## src/rtl/branch_resolve_unit_if.sv

```systemverilog
// Bundle between fetch (push), execute (resolve) and the branch resolution unit,
// which in turn drives the predictor update/flush side.
interface branch_resolve_unit_if #(
   parameter int ADDR_WIDTH = 32
);
   logic                  fq_push_valid;
   logic [ADDR_WIDTH-1:0] fq_push_pc;
   logic                  fq_push_taken;
   logic [ADDR_WIDTH-1:0] fq_push_target;
   logic                  fq_full;

   logic                  ex_valid;
   logic [ADDR_WIDTH-1:0] ex_pc;
   logic                  ex_taken;
   logic [ADDR_WIDTH-1:0] ex_target;
   logic                  ex_call;
   logic                  ex_ret;

   logic                  bpu_valid;
   logic                  bpu_flush;
   logic [ADDR_WIDTH-1:0] bpu_pc;
   logic [ADDR_WIDTH-1:0] bpu_target;
   logic                  bpu_taken;
   logic                  bpu_call;
   logic                  bpu_ret;
   logic [ADDR_WIDTH-1:0] redirect_pc;
   logic [31:0]           cnt_branch;
   logic [31:0]           cnt_mispred;

   modport master (
      output fq_push_valid, fq_push_pc, fq_push_taken, fq_push_target,
      output ex_valid, ex_pc, ex_taken, ex_target, ex_call, ex_ret,
      input  fq_full, bpu_valid, bpu_flush, bpu_pc, bpu_target, bpu_taken,
      input  bpu_call, bpu_ret, redirect_pc, cnt_branch, cnt_mispred
   );

   modport slave (
      input  fq_push_valid, fq_push_pc, fq_push_taken, fq_push_target,
      input  ex_valid, ex_pc, ex_taken, ex_target, ex_call, ex_ret,
      output fq_full, bpu_valid, bpu_flush, bpu_pc, bpu_target, bpu_taken,
      output bpu_call, bpu_ret, redirect_pc, cnt_branch, cnt_mispred
   );
endinterface

```

## src/rtl/branch_resolve_unit.sv

```systemverilog
// Back-end branch resolution: in-order prediction FIFO checked against execute
// outcomes, producing predictor updates, mispredict flushes and fetch redirects.
module branch_resolve_unit #(
   parameter int ADDR_WIDTH = 32,
   parameter int FQ_DEPTH   = 8,
   parameter int FQ_AW      = 3,
   parameter int FLUSH_HOLD = 2
) (
   input logic                  CLK,
   input logic                  RST,
   branch_resolve_unit_if.slave bus
);
   typedef struct packed {
      logic [ADDR_WIDTH-1:0] pc;
      logic                  taken;
      logic [ADDR_WIDTH-1:0] target;
   } fq_ent_t;

   typedef enum logic {RUN, HOLD} state_t;

   localparam logic [FQ_AW:0] FULL_CNT = (FQ_AW+1)'(FQ_DEPTH);

   fq_ent_t          fq_mem [FQ_DEPTH];
   logic [FQ_AW-1:0] rd_ptr, wr_ptr;
   logic [FQ_AW:0]   fq_cnt;
   logic [3:0]       hold_cnt;
   state_t           state;

   fq_ent_t head;
   logic    fq_empty, res, mis, push, pop;

   function automatic logic [31:0] sat_inc(input logic [31:0] v);
      return (&v) ? v : v + 32'd1;
   endfunction

   assign fq_empty    = (fq_cnt == '0);
   assign bus.fq_full = (fq_cnt == FULL_CNT);
   assign head        = fq_mem[rd_ptr];
   assign res         = (state == RUN) & bus.ex_valid;
   // An empty FIFO on resolve means fetch never predicted this instruction.
   assign mis  = res & (fq_empty | (head.pc != bus.ex_pc) | (head.taken != bus.ex_taken) |
                        (bus.ex_taken & (head.target != bus.ex_target)));
   // Full uses the pre-edge count: a push at full is dropped even with a pop.
   assign push = (state == RUN) & bus.fq_push_valid & ~bus.fq_full & ~mis;
   assign pop  = res & ~fq_empty;

   always_ff @(posedge CLK) begin
      if (push) fq_mem[wr_ptr] <= fq_ent_t'{pc: bus.fq_push_pc, taken: bus.fq_push_taken,
                                           target: bus.fq_push_target};
   end

   always_ff @(posedge CLK) begin
      if (RST) begin
         state           <= RUN;
         hold_cnt        <= '0;
         fq_cnt          <= '0;
         rd_ptr          <= '0;
         wr_ptr          <= '0;
         bus.bpu_valid   <= 1'b0;
         bus.bpu_flush   <= 1'b0;
         bus.bpu_pc      <= '0;
         bus.bpu_target  <= '0;
         bus.bpu_taken   <= 1'b0;
         bus.bpu_call    <= 1'b0;
         bus.bpu_ret     <= 1'b0;
         bus.redirect_pc <= '0;
         bus.cnt_branch  <= '0;
         bus.cnt_mispred <= '0;
      end else begin
         bus.bpu_valid <= res;
         bus.bpu_flush <= mis;
         if (res) begin
            bus.bpu_pc      <= bus.ex_pc;
            bus.bpu_target  <= bus.ex_target;
            bus.bpu_taken   <= bus.ex_taken;
            bus.bpu_call    <= bus.ex_call;
            bus.bpu_ret     <= bus.ex_ret;
            bus.redirect_pc <= bus.ex_taken ? bus.ex_target : bus.ex_pc + ADDR_WIDTH'(4);
            bus.cnt_branch  <= sat_inc(bus.cnt_branch);
            if (mis) bus.cnt_mispred <= sat_inc(bus.cnt_mispred);
         end

         if (mis) begin
            fq_cnt   <= '0;
            rd_ptr   <= '0;
            wr_ptr   <= '0;
            state    <= HOLD;
            hold_cnt <= 4'(FLUSH_HOLD);
         end else if (state == HOLD) begin
            hold_cnt <= hold_cnt - 4'd1;
            if (hold_cnt == 4'd1) state <= RUN;
         end else begin
            if (push) wr_ptr <= wr_ptr + FQ_AW'(1);
            if (pop)  rd_ptr <= rd_ptr + FQ_AW'(1);
            case ({push, pop})
               2'b10:   fq_cnt <= fq_cnt + (FQ_AW+1)'(1);
               2'b01:   fq_cnt <= fq_cnt - (FQ_AW+1)'(1);
               default: fq_cnt <= fq_cnt;
            endcase
         end
      end
   end
endmodule

```

## src/flat_wrapper.sv

```systemverilog
// flat-port wrapper written by rule: the top's interface ports become plain ports
module branch_resolve_unit_flat 
#(
   parameter int ADDR_WIDTH = 32,
   parameter int FQ_DEPTH   = 8,
   parameter int FQ_AW      = 3,
   parameter int FLUSH_HOLD = 2
)
  (CLK, RST, bus_fq_push_valid, bus_fq_push_pc, bus_fq_push_taken, bus_fq_push_target, bus_ex_valid, bus_ex_pc, bus_ex_taken, bus_ex_target, bus_ex_call, bus_ex_ret, bus_fq_full, bus_bpu_valid, bus_bpu_flush, bus_bpu_pc, bus_bpu_target, bus_bpu_taken, bus_bpu_call, bus_bpu_ret, bus_redirect_pc, bus_cnt_branch, bus_cnt_mispred);
  branch_resolve_unit_if #(.ADDR_WIDTH(ADDR_WIDTH)) bus_i ();
  input logic CLK;
  input logic RST;
  input wire logic [$bits(bus_i.fq_push_valid)-1:0] bus_fq_push_valid;
  input wire logic [$bits(bus_i.fq_push_pc)-1:0] bus_fq_push_pc;
  input wire logic [$bits(bus_i.fq_push_taken)-1:0] bus_fq_push_taken;
  input wire logic [$bits(bus_i.fq_push_target)-1:0] bus_fq_push_target;
  input wire logic [$bits(bus_i.ex_valid)-1:0] bus_ex_valid;
  input wire logic [$bits(bus_i.ex_pc)-1:0] bus_ex_pc;
  input wire logic [$bits(bus_i.ex_taken)-1:0] bus_ex_taken;
  input wire logic [$bits(bus_i.ex_target)-1:0] bus_ex_target;
  input wire logic [$bits(bus_i.ex_call)-1:0] bus_ex_call;
  input wire logic [$bits(bus_i.ex_ret)-1:0] bus_ex_ret;
  output wire logic [$bits(bus_i.fq_full)-1:0] bus_fq_full;
  output wire logic [$bits(bus_i.bpu_valid)-1:0] bus_bpu_valid;
  output wire logic [$bits(bus_i.bpu_flush)-1:0] bus_bpu_flush;
  output wire logic [$bits(bus_i.bpu_pc)-1:0] bus_bpu_pc;
  output wire logic [$bits(bus_i.bpu_target)-1:0] bus_bpu_target;
  output wire logic [$bits(bus_i.bpu_taken)-1:0] bus_bpu_taken;
  output wire logic [$bits(bus_i.bpu_call)-1:0] bus_bpu_call;
  output wire logic [$bits(bus_i.bpu_ret)-1:0] bus_bpu_ret;
  output wire logic [$bits(bus_i.redirect_pc)-1:0] bus_redirect_pc;
  output wire logic [$bits(bus_i.cnt_branch)-1:0] bus_cnt_branch;
  output wire logic [$bits(bus_i.cnt_mispred)-1:0] bus_cnt_mispred;
  assign bus_i.fq_push_valid = bus_fq_push_valid;
  assign bus_i.fq_push_pc = bus_fq_push_pc;
  assign bus_i.fq_push_taken = bus_fq_push_taken;
  assign bus_i.fq_push_target = bus_fq_push_target;
  assign bus_i.ex_valid = bus_ex_valid;
  assign bus_i.ex_pc = bus_ex_pc;
  assign bus_i.ex_taken = bus_ex_taken;
  assign bus_i.ex_target = bus_ex_target;
  assign bus_i.ex_call = bus_ex_call;
  assign bus_i.ex_ret = bus_ex_ret;
  assign bus_fq_full = bus_i.fq_full;
  assign bus_bpu_valid = bus_i.bpu_valid;
  assign bus_bpu_flush = bus_i.bpu_flush;
  assign bus_bpu_pc = bus_i.bpu_pc;
  assign bus_bpu_target = bus_i.bpu_target;
  assign bus_bpu_taken = bus_i.bpu_taken;
  assign bus_bpu_call = bus_i.bpu_call;
  assign bus_bpu_ret = bus_i.bpu_ret;
  assign bus_redirect_pc = bus_i.redirect_pc;
  assign bus_cnt_branch = bus_i.cnt_branch;
  assign bus_cnt_mispred = bus_i.cnt_mispred;
  branch_resolve_unit #(.ADDR_WIDTH(ADDR_WIDTH), .FQ_DEPTH(FQ_DEPTH), .FQ_AW(FQ_AW), .FLUSH_HOLD(FLUSH_HOLD)) u_core (.CLK(CLK), .RST(RST), .bus(bus_i));
endmodule
```

## config.mk

```make
export PLATFORM = sky130hd
export DESIGN_NAME = branch_resolve_unit_flat
export DESIGN_NICKNAME = d
export VERILOG_FILES = /design/src/rtl/branch_resolve_unit_if.sv /design/src/rtl/branch_resolve_unit.sv /design/src/flat_wrapper.sv
export SDC_FILE = /design/constraint.sdc
export NUM_CORES = 1
export LEC_CHECK = 0
export BUFFER_PORTS_ARGS = -buffer_cell sky130_fd_sc_hd__clkbuf_2
export CORE_MARGIN = 10
export CORE_UTILIZATION = 59
export DETAILED_ROUTE_END_ITERATION = 8
export PLACE_DENSITY_LB_ADDON = 0.3
export SYNTH_ARGS = -nofsm -noshare
export SYNTH_HDL_FRONTEND = slang
export SYNTH_SLANG_ARGS = --single-unit
export TNS_END_PERCENT = 5
```

## constraint.sdc

```tcl
create_clock -name CLK -period 9.3 [get_ports CLK]
set_input_delay 0.93 -clock CLK [delete_from_list [all_inputs] [get_ports CLK]]
set_output_delay 0.93 -clock CLK [all_outputs]
set_load 0.02 [all_outputs]
```

==> flow_metrics.env <==
export IMPL_synth_xor_area_share_pct=3.38
export IMPL_hp_class="reg -> reg"
export IMPL_yosysSeqAreaShare_pct=67.1
export IMPL_hold_viol=0
export IMPL_postRouteAntennaNets=0
export IMPL_drt_wl_total_um=79500
export IMPL_pre_cts_slack_ns=3.25
export IMPL_cts_tree="done"
export IMPL_io_pins=302
export IMPL_synth_commonest_cells="edfxtp_1 (520), nand2_1 (266), dfxtp_1 (183)"
export IMPL_clk_pin_slew_ns=0.06
export IMPL_synth_main_ff_cell="edfxtp_1"
export IMPL_r2r_setup_slack_ns=3.17
export IMPL_grt_max_degree=97
export IMPL_syn_area_um2=28700
export IMPL_finish_utilization_pct=68.9
export IMPL_drv_slew=0
export IMPL_rsz0062_at_grt="no"
export IMPL_status="completed"
export IMPL_yosysWarnings=0
export IMPL_synth_cell_types=63
export IMPL_path_cells="buf_12 > mux4_2 > mux2i_1 > xnor2_1 > or3b_1 > nand4b_4 > nor4_4 > o22a_4 > nand3_2 > nor2_4 > buf_4"
export IMPL_finClkSkew_ns=0.0242
export IMPL_wire_per_inst_um=26.5
export IMPL_setup_ws_ns=3.17
export IMPL_min_period_ns=6.13
export IMPL_syn_inst=2030
export IMPL_crit_type="reg -> reg"
export IMPL_fmax_ghz=0.163
export IMPL_holdBufCountCts=0
export IMPL_gp_congestion=0.921
export IMPL_cts_sinks=703
export IMPL_syn2layout_area_growth_pct=14.9
export IMPL_cp_required_ns=9.57
export IMPL_post_cts_resized=0
export IMPL_path_max_fanout=83
export IMPL_synthSimpleGateAreaFrac_pct=9.28
export IMPL_grt_usage_pct=27.1
export IMPL_netlist_top_cell_by_area="edfxtp_1"
export IMPL_synth_top_cell_area_share_pct=54.3
export IMPL_die_w_um=241
export IMPL_hpwlAfterDp_um=52700
export IMPL_grt_pass1_vias=18100
export IMPL_die_h_um=241
export IMPL_synth_edff_count=520
export IMPL_fin_tns_setup_ns=0
export IMPL_clkLatencyLatePin_ns=0.61
export IMPL_power_leakage_nw=11.4
export IMPL_synth_avg_cell_area_um2=14.2
export IMPL_nNetsFinal=2468
export IMPL_place_port_buffers=301
export IMPL_synth_top_family_by_area="multiplexers"
export IMPL_cp_slowest_cell="nor2_4"
export IMPL_tightest_slew_ns=1.15
export IMPL_syn_num_nets=2177
export IMPL_crit_path_end_kind="flip-flop"
export IMPL_initial_core_util_pct=59.9
export IMPL_synth_fa_ha_area_share_pct=0.505
export IMPL_powerDensity_nw_per_um2=201
export IMPL_drive_above_1_share_pct=22.7
export IMPL_cts_buffers=72
export IMPL_synthMuxAreaShare_pct=11.7
export IMPL_yosysMostFrequentCell="edfxtp_1"
export IMPL_grt_overflow=0
export IMPL_async_flop_share_pct=0
export IMPL_vias=18700
export IMPL_synth_seq_cells=703
export IMPL_clk_path_buf_depth=3
export IMPL_synth_area_top_cells="edfxtp_1 (54%), dfxtp_1 (13%), mux4_2 (6.6%), mux2i_1 (4.9%), nand2_1 (3.5%)"
export IMPL_cp_arrival_ns=6.39
export IMPL_slew_headroom_pct=23.4
export IMPL_start_kind="flip-flop"
export IMPL_root_buffer="clkbuf_16"
export IMPL_crit_buf_inv=2
export IMPL_grt_pass1_wl_um=116000
export IMPL_core_area_um2=47900
export IMPL_drv_cap=0
export IMPL_post_cts_repair_setup_buffers=0
export IMPL_htreeDepth=3
export IMPL_drt_iter0_drc=2361
export IMPL_vdd_ir_drop_max_mv=0.165
export IMPL_synth_compound_area_share_pct=5.80
export IMPL_crit_path_max_incr_delay_ns=0.88
export IMPL_firstDrtPassIters=6
export IMPL_fin_total_pwr_mw=6.64
export IMPL_grt_antenna_before_repair=11
export IMPL_crit_family="simple AND/OR/NAND/NOR gates"
export IMPL_period_share_pct=65.9
export IMPL_die_area_um2=57900
export IMPL_rows=80
export IMPL_drc_errors=0
export IMPL_finalSetupViolCount=0
export IMPL_drt_vias_per_instance=6.25
## placed cells by master, fill, tap and decap left out, types with 23 or more instances in the layout
cell / count
edfxtp_1: 520
clkbuf_2: 300
nand2_1: 266
dfxtp_1: 180
a21oi_1: 145
mux2i_1: 142
mux4_2: 84
clkbuf_16: 74
nor2_1: 70
xnor2_1: 64
nand3_1: 51
xor2_1: 47
o21ai_0: 46
a22oi_1: 40
nand4_1: 30
nor3_1: 26
buf_4: 26
or3_1: 23
## tightest hold or removal path, stage by stage, from the launching register on
cell	delay, ns
dfxtp_1	0.31
nand2_1	0.05
a21oi_1	0.05
## per-layer routing
metal	GRT usage, %	routed length, um
met5	0	73
met4	10.2	2700
met1	35.3	29700
met3	8.05	9590
met2	42.5	37500
## power by group
group | internal (mW) | switching (mW)
sequential | 3.42 | 0.0292
combinational | 0.126 | 0.291
clock | 1.60 | 1.17
## per-stage QoR
step,cells,area [um^2],hold WS [ns]
floorplan,2030,28700,0.514
global placement,2862,30700,0.440
detailed placement,2862,30700,0.448
CTS,2991,33000,0.454
global route,2996,33000,0.472
finish,2996,33000,0.453
## state kept, by name, summed over array words and instances, names as in the netlist, named ones only
signal	cells
u_core.bus.redirect_pc	32
u_core.state	1
u_core.bus.bpu_call	1
u_core.bus.bpu_ret	1
u_core.bus.cnt_branch	32
u_core.wr_ptr	3
u_core.bus.bpu_pc	32
u_core.bus.bpu_target	32
u_core.bus.cnt_mispred	32
u_core.rd_ptr	3
u_core.bus.bpu_taken	1
u_core.bus.bpu_valid	1
u_core.bus.bpu_flush	1
u_core.hold_cnt	4
u_core.fq_mem	520
u_core.fq_cnt	4
## final timing paths
| kind | end | from | cells after the start |
|---|---|---|---|
| max | u_core.fq_mem[7][63] | flip-flop | 11 |
| max reg2reg | u_core.fq_mem[7][63] | flip-flop | 11 |
| min reg2reg | u_core.bus.redirect_pc[27] | u_core.bus.redirect_pc[27] | 2 |
| min | u_core.bus.redirect_pc[27] | u_core.bus.redirect_pc[27] | 2 |
## final cells by class
type | count | area [um^2]
repair buffers | 328 | 1730
clock inverters | 29 | 211
flip-flops and latches | 703 | 19300
inverters | 17 | 63.8
well taps | 615 | 769
clock buffers | 100 | 2060
fillers | 3203 | 14900
multi-input cells | 1199 | 8890
diodes | 5 | 12.5
## cell families after synthesis
family | count (synthesis)
xor gates and xnor gates | 111
buffers and inverters | 128
and+or+nand+nor | 565
DFF | 703
muxes | 231
adders and majority gates | 11
AOI/OAI and AO/OA | 281
Power figures use the tool's default switching activity.
